### config.mk
export PLATFORM = sky130hd
export DESIGN_NAME = lcd_ctrl
export DESIGN_NICKNAME = d
export VERILOG_FILES = /design/src/rtl/lcd_ctrl.sv
export SDC_FILE = /design/constraint.sdc
export NUM_CORES = 1
export LEC_CHECK = 0
export BUFFER_PORTS_ARGS = -buffer_cell sky130_fd_sc_hd__buf_2
export CAP_MARGIN = 20
export CORE_MARGIN = 2
export CORE_UTILIZATION = 44
export CTS_CLUSTER_DIAMETER = 30
export CTS_CLUSTER_SIZE = 40
export DETAILED_ROUTE_END_ITERATION = 8
export MAX_ROUTING_LAYER = met4
export PLACE_DENSITY = 0.66
export SLEW_MARGIN = 20
export SYNTH_ARGS = -nofsm -noshare
export SYNTH_HDL_FRONTEND = slang
export SYNTH_SLANG_ARGS = --single-unit
### constraint.sdc
create_clock -name clk_i -period 3 [get_ports clk_i]
set_clock_uncertainty 0.1 [all_clocks]
set_input_delay 0.9 -clock clk_i [delete_from_list [all_inputs] [get_ports clk_i]]
set_output_delay 0.9 -clock clk_i [all_outputs]
set_load 0.01 [all_outputs]
### src/rtl/lcd_ctrl.sv
// HD44780 16x2 LCD write sequencer: power-up wait, fixed init list, then valid/ready byte writes.
// Optional LCD_LINE_WRAP_EN adds a cursor tracker that inserts set-DDRAM commands on line wrap.
module lcd_ctrl #(
  parameter int unsigned PWR_CYC  = 750000,
  parameter int unsigned SU_CYC   = 2,
  parameter int unsigned E_CYC    = 25,
  parameter int unsigned HD_CYC   = 2,
  parameter int unsigned EXEC_CYC = 2000,
  parameter int unsigned CLR_CYC  = 82000
) (
  input  logic       clk_i,
  input  logic       rst_i,
  input  logic       req_valid_i,
  input  logic       req_rs_i,
  input  logic [7:0] req_data_i,
  output logic       req_ready_o,
  output logic       init_done_o,
  output logic       lcd_e,
  output logic       lcd_rs,
  output logic       lcd_rw,
  output logic       lcd_on,
  output logic       lcd_blon,
  output logic [7:0] data_lcd
);

  function automatic int unsigned max2(input int unsigned a, input int unsigned b);
    return (a > b) ? a : b;
  endfunction

  localparam int unsigned MAX_CYC = max2(max2(max2(PWR_CYC, SU_CYC), max2(E_CYC, HD_CYC)),
                                         max2(EXEC_CYC, CLR_CYC));
  localparam int unsigned TW = $clog2(MAX_CYC + 1);

  typedef enum logic [2:0] {
    PWR_WAIT, INIT_LOAD, SETUP, E_HIGH, HOLD, EXEC, IDLE
  } state_e;

  state_e        state_q, state_d;
  logic [TW-1:0] tmr_q, tmr_d;
  logic [1:0]    init_idx_q, init_idx_d;
  logic          init_done_q, init_done_d;
  logic          ready_q, ready_d;
  logic          e_q, e_d;
  logic          rs_q, rs_d;
  logic [7:0]    data_q, data_d;
  logic          rw_q, on_q, blon_q;
  logic          tmr_zero_c;
  logic          is_clr_c;
  logic [7:0]    init_byte_c;

`ifdef LCD_LINE_WRAP_EN
  logic [3:0] col_q, col_d;
  logic       line_q, line_d;
  logic       pend_q, pend_d;
  logic       load_c;
  logic       ins_c;
`endif

  assign tmr_zero_c = (tmr_q == '0);
  assign is_clr_c   = !rs_q && ((data_q == 8'h01) || (data_q == 8'h02));

  always_comb begin
    unique case (init_idx_q)
      2'd0:    init_byte_c = 8'h38;
      2'd1:    init_byte_c = 8'h0C;
      2'd2:    init_byte_c = 8'h01;
      default: init_byte_c = 8'h06;
    endcase
  end

  // Next-state and output logic; the shared timer counts down and is reloaded on every state entry
  always_comb begin
    state_d     = state_q;
    tmr_d       = tmr_q;
    init_idx_d  = init_idx_q;
    init_done_d = init_done_q;
    ready_d     = 1'b0;
    e_d         = e_q;
    rs_d        = rs_q;
    data_d      = data_q;
    if (!tmr_zero_c) tmr_d = tmr_q - TW'(1);

    unique case (state_q)
      PWR_WAIT: if (tmr_zero_c) state_d = INIT_LOAD;
      INIT_LOAD: begin
        rs_d    = 1'b0;
        data_d  = init_byte_c;
        state_d = SETUP;
        tmr_d   = TW'(SU_CYC - 1);
      end
      SETUP: if (tmr_zero_c) begin
        state_d = E_HIGH;
        tmr_d   = TW'(E_CYC - 1);
        e_d     = 1'b1;
      end
      E_HIGH: if (tmr_zero_c) begin
        state_d = HOLD;
        tmr_d   = TW'(HD_CYC - 1);
        e_d     = 1'b0;
      end
      HOLD: if (tmr_zero_c) begin
        state_d = EXEC;
        tmr_d   = is_clr_c ? TW'(CLR_CYC - 1) : TW'(EXEC_CYC - 1);
      end
      EXEC: if (tmr_zero_c) begin
        if (!init_done_q) begin
          if (init_idx_q == 2'd3) begin
            init_done_d = 1'b1;
            state_d     = IDLE;
          end else begin
            init_idx_d = init_idx_q + 2'd1;
            state_d    = INIT_LOAD;
          end
        end
`ifdef LCD_LINE_WRAP_EN
        else if (pend_q) begin
          rs_d    = 1'b0;
          data_d  = line_q ? 8'hC0 : 8'h80;
          state_d = SETUP;
          tmr_d   = TW'(SU_CYC - 1);
        end
`endif
        else begin
          state_d = IDLE;
        end
      end
      IDLE: begin
        ready_d = init_done_q;
        if (req_valid_i && ready_q) begin
          rs_d    = req_rs_i;
          data_d  = req_data_i;
          state_d = SETUP;
          tmr_d   = TW'(SU_CYC - 1);
          ready_d = 1'b0;
        end
      end
      default: state_d = PWR_WAIT;
    endcase
  end

  always_ff @(posedge clk_i) begin
    if (rst_i) begin
      state_q     <= PWR_WAIT;
      tmr_q       <= TW'(PWR_CYC - 1);
      init_idx_q  <= 2'd0;
      init_done_q <= 1'b0;
      ready_q     <= 1'b0;
      e_q         <= 1'b0;
      rs_q        <= 1'b0;
      data_q      <= 8'h00;
      rw_q        <= 1'b0;
      on_q        <= 1'b1;
      blon_q      <= 1'b1;
    end else begin
      state_q     <= state_d;
      tmr_q       <= tmr_d;
      init_idx_q  <= init_idx_d;
      init_done_q <= init_done_d;
      ready_q     <= ready_d;
      e_q         <= e_d;
      rs_q        <= rs_d;
      data_q      <= data_d;
    end
  end

`ifdef LCD_LINE_WRAP_EN
  // Cursor tracker follows every byte latched onto the bus except the inserted address commands
  assign load_c = (state_q == INIT_LOAD) || ((state_q == IDLE) && req_valid_i && ready_q);
  assign ins_c  = (state_q == EXEC) && tmr_zero_c && init_done_q && pend_q;

  always_comb begin
    col_d  = col_q;
    line_d = line_q;
    pend_d = pend_q;
    if (ins_c) pend_d = 1'b0;
    if (load_c) begin
      if (rs_d) begin
        col_d = col_q + 4'd1;
        if (col_q == 4'd15) begin
          line_d = ~line_q;
          pend_d = 1'b1;
        end
      end else if ((data_d == 8'h01) || (data_d == 8'h02)) begin
        col_d  = 4'd0;
        line_d = 1'b0;
      end else if (data_d[7]) begin
        col_d  = data_d[3:0];
        line_d = data_d[6];
      end
    end
  end

  always_ff @(posedge clk_i) begin
    if (rst_i) begin
      col_q  <= 4'd0;
      line_q <= 1'b0;
      pend_q <= 1'b0;
    end else begin
      col_q  <= col_d;
      line_q <= line_d;
      pend_q <= pend_d;
    end
  end
`endif

  assign req_ready_o = ready_q;
  assign init_done_o = init_done_q;
  assign lcd_e       = e_q;
  assign lcd_rs      = rs_q;
  assign lcd_rw      = rw_q;
  assign lcd_on      = on_q;
  assign lcd_blon    = blon_q;
  assign data_lcd    = data_q;

endmodule

# Yosys cells after proc, flatten, opt, wreduce, memory -nomap -nowiden
# Cells that the tools add are included.
# classes
n_addsub	2
n_mul	0
div_mod_pow	0
order_cmp	0
eq_ne	17
shifts	0
mux	26
bitwise	3
n_reduce_logical	15
# op_table
op	n
20-bit two-way mux	5
20-bit case mux with 5 select lines	1
3-bit two-way mux	8
3-bit case mux with 7 select lines	1
20-bit zero test	1
20-bit by 1-bit subtractor with 20-bit output (second input constant)	1
6-bit case mux with 3 select lines	1
17-bit two-way mux	1
8-bit case mux with 2 select lines	1
2-bit inequality test (second input constant)	6
3-bit equality test (second input constant)	3
8-bit by 1-bit equality test with 1-bit output (second input constant)	1
8-bit by 2-bit equality test with 1-bit output (second input constant)	1
8-bit two-way mux	1
3-bit by 2-bit equality test with 1-bit output (second input constant)	2
6-bit AND reduction	1
1-bit two-way mux	5
2-bit equality test (second input constant)	2
1-bit case mux with 2 select lines	2
2-bit AND reduction	2
4-bit AND reduction	1
2-bit nonzero test	2
3-bit by 1-bit equality test with 1-bit output (second input constant)	1
3-bit zero test	1
other kinds (9)	12
# word_totals
regBits	37
latchBits	0
ramBits	0
romBits	0
in_bits	12
elab_cells	71
memories	0

# Depth between registers and ports, before layout
# depth
depth_word	6
ltp_mapped	12
depth_no_buf	11

# Least setup slack after synthesis
# No wires, ideal clock.
# synth_path
kind	register -> register
startpoint	register tmr_q[12]
endpoint	register tmr_q[0]
setup_ns	0.061
t_arrival_ns	2.246
required_ns	2.839
setup_slack_ns	0.593
stages_incl_launch_ff	11
path_buffers	1
synth_period_minus_slack_ns	2.407
path_cell_list	dfxtp_1 -> nor4_4 -> nand4_2 -> nor2_4 -> inv_4 -> buf_2 -> ha_1 -> mux2_2 -> a22oi_1 -> o21ai_0 -> nand2_1
# synth_via
elab_chain_cells	4
elab_cells_between_ends	7
# synth_lines
item	line	rtl
start: declaration	39	logic [TW-1:0] tmr_q, tmr_d;
start signal: assignment	144	tmr_q <= TW'(PWR_CYC - 1);
start signal: assignment	156	tmr_q <= tmr_d;
20-bit zero test (*)	59	assign tmr_zero_c = (tmr_q == '0);
20-bit two-way mux	81	if (!tmr_zero_c) tmr_d = tmr_q - TW'(1);
20-bit two-way mux (on tied branches)	--	
20-bit case mux with 5 select lines (*)	83	unique case (state_q)
# Mark *: on every way between the ends. The rest lies on a longest branch, timed or not.
# A chain may end at the register's enable or synchronous reset.

# Final worst setup path
# layout_path
startpoint	register tmr_q[2]
endpoint	register tmr_q[0]
# The elaborated chain is that of the path after synthesis.

==> results.toml <==
[synthesis]
synthArstFlopShare_pct = 0
synth.area.mux_share_pct = 5.01
synth_compound_area_share_pct = 21.7
synth_area_per_cell_um2 = 8.41
ys_types = 67
synthSimpleGateAreaFrac_pct = 25.5
synth_seq_area_share_pct = 32.2
ys_warn_count = 0
synth_top_family_by_area = "simple AND/OR/NAND/NOR gates"
synth-adder-area-share_pct = 4.36
ys_ff_latch = 37
syn_area_um2 = 2300
synth_cells = 273
synthFlopType = "dfxtp_1"
synth_edf_count = 0
synth-xor-area-share_pct = 4.96

[cts]
cts_tree = "built"
hold_buffers = 0
clock_latency_ns = 0.30
clk_path_buf_depth = 2
htreeDepth = 2
numClockSinks = 37
post_cts_resized = 0
cts_root_buffer = "clkbuf_8"
numCtsBuffers = 5
cts_setup_buffers = 0
clk_pin_slew_ns = 0.08

[final_layout]
final_common_cell = "dfxtp_1"
post-route-cell-area_um2 = 2560
drive_above_1_share_pct = 20.7
diodes = 0
final_cell_count_no_fill = 365
layout_common_cells = "dfxtp_1, nor2_1, buf_2, o21ai_0, nor3_1"
fin_nets = 314
seq_area_um2 = 741
area_delta_synth_final_pct = 11.5
multi_input_area_um2 = 1430
fillCellCount = 506

[timing]
post-route-min-period_ns = 2.49
drv_slew = 0
tightestPinTransition_ns = 0.654
fin_crit_sh_pct = 82.9
rsz0062_at_grt = "false"
finalSetupViolations = 0
slew_headroom_pct = 56.4
hold_viol_final = 0
setup_tns_ns = 0
fmax_mhz = 402

[power]
ir_worst_vdd_mv = 0.237
leakage_nw = 0.963
seq_power_share_pct = 54.3
p_sw_mw = 0.227
switching_share_pct = 24.3
power.internal_mw = 0.706
power_density_nw_per_um2 = 364
power.share.clock_pct = 40.2
combPwrFrac_pct = 5.6

[place]
hpwl_mm = 3.95
routabilityCongestion = 0.819
placed_cell_area_um2 = 2460
placed_cells = 357
io_buffers = 23

[critical_path]
worstPathArrival_ns = 2.62
cp-end-kind = "flip-flop"
startpoint_type = "flip-flop"
critPathKind = "flip-flop to flip-flop"
cp.required_ns = 3.13
cp_max_fo = 16

[detailed_routing]
vias = 2105
via_per_inst = 5.77
drc_errors = 0
drtIter0Drc = 136
wl_mm = 5.50
ant_nets = 0
wl_per_cell_um = 15.1
dr.pass1.iters = 4

[floorplanning]
die_h_um = 76.3
dieArea_um2 = 5810
die_w_um = 76.3
core-area_um2 = 5070
start_util_pct = 45.3
row_count = 26
ios = 27

[grt]
grt_pass1_vias = 1949
grt_max_degree = 24
grt_overflow = 0
grt_antenna_before_repair = 0
grt_pass1_wl_mm = 9.34
grt_usage_pct = 20.1

[status]
outcome = "completed"

[flow_run]
cap_violations = 0

[worst_hold_path]
hold_path_class = "flip-flop to flip-flop"
[power by group through the flow]
stage	Combinational, mW	Clock (mW)	Sequential, mW
after detailed placement	0.0511	0	0.518
after global placement	0.0512	0	0.517
after floorplan	0.0376	0	0.516
after global routing	0.0567	0.399	0.508
after CTS	0.0515	0.380	0.506
final	0.0518	0.375	0.506
[through the flow]
step / util, % / worst slack (ns) / hold slack (ns) / power (mW)
6_report: 50.5 / 0.514 / 0.378 / 0.933
5_1_grt: 50.5 / 0.327 / 0.403 / 0.963
4_1_cts: 50.5 / 0.523 / 0.379 / 0.938
3_5_place_dp: 48.6 / 0.432 / 0.367 / 0.569
3_3_place_gp: 48.6 / 0.504 / 0.383 / 0.568
2_1_floorplan: - / 0.593 / 0.388 / 0.553
[path summary, 6_finish.rpt]
kind	from	endpoint	slack [ns]	cells past startpoint
max	tmr_q[2]	tmr_q[0]	0.51	9
min	data_lcd[2]	data_lcd[2]	0.38	2
max reg2reg	tmr_q[2]	tmr_q[0]	0.51	9
min reg2reg	data_lcd[2]	data_lcd[2]	0.38	2
[state kept, by name, indices dropped and copies added, names as in the netlist]
name,flops
tmr_q,20
data_lcd,8
state_q,3
init_idx_q,2
init_done_o,1
lcd_e,1
lcd_rs,1
req_ready_o,1
[metal layers]
metal	global-route usage (%)	share of wire [%]	wire length [um]
met5	-	0	0
met4	7.45	2.2	120
met3	4.15	4.4	241
met2	30.7	45	2450
met1	26.4	49	2680
[cells in the mapped netlist (6+ instances only)]
library cell	count	area share [%]
a211oi_1	10	3.3
a21oi_1	11	2.4
clkbuf_1	7	1.1
dfxtp_1	37	32
ha_1	8	4.4
inv_1	8	1.3
mux2i_1	7	3.1
nand2_1	11	1.8
nand3_1	6	1.3
nor2_1	28	4.6
nor3_1	13	2.8
nor4_1	9	2.5
o21ai_0	20	4.4
xor2_1	9	3.4
[final cells by class]
class	count	share of cell area [%]
sequential	37	28.9
clock buffer	6	3.22
clock inverter	2	0.537
multi-input combinational	209	55.6
timing repair buffer	30	6.55
inverter	11	1.71
tap	70	3.42
[worst max-delay path: stages (launching register included)]
cell	delay (ns)
dfxtp_1	0.39
nor4_2	0.39
nand4_2	0.18
nor2_4	0.27
inv_4	0.14
ha_1	0.34
mux2_2	0.27
a22oi_1	0.16
o21ai_0	0.10
nand2_1	0.06
[kinds of logic after synthesis]
family,Yosys count
xor+xnor,13
buf+inv,28
other cells,2
compound gates,75
fa+ha+maj,8
simple gates,99
mux,11
flops,37
No activity file was read; power rests on OpenSTA's default activity.
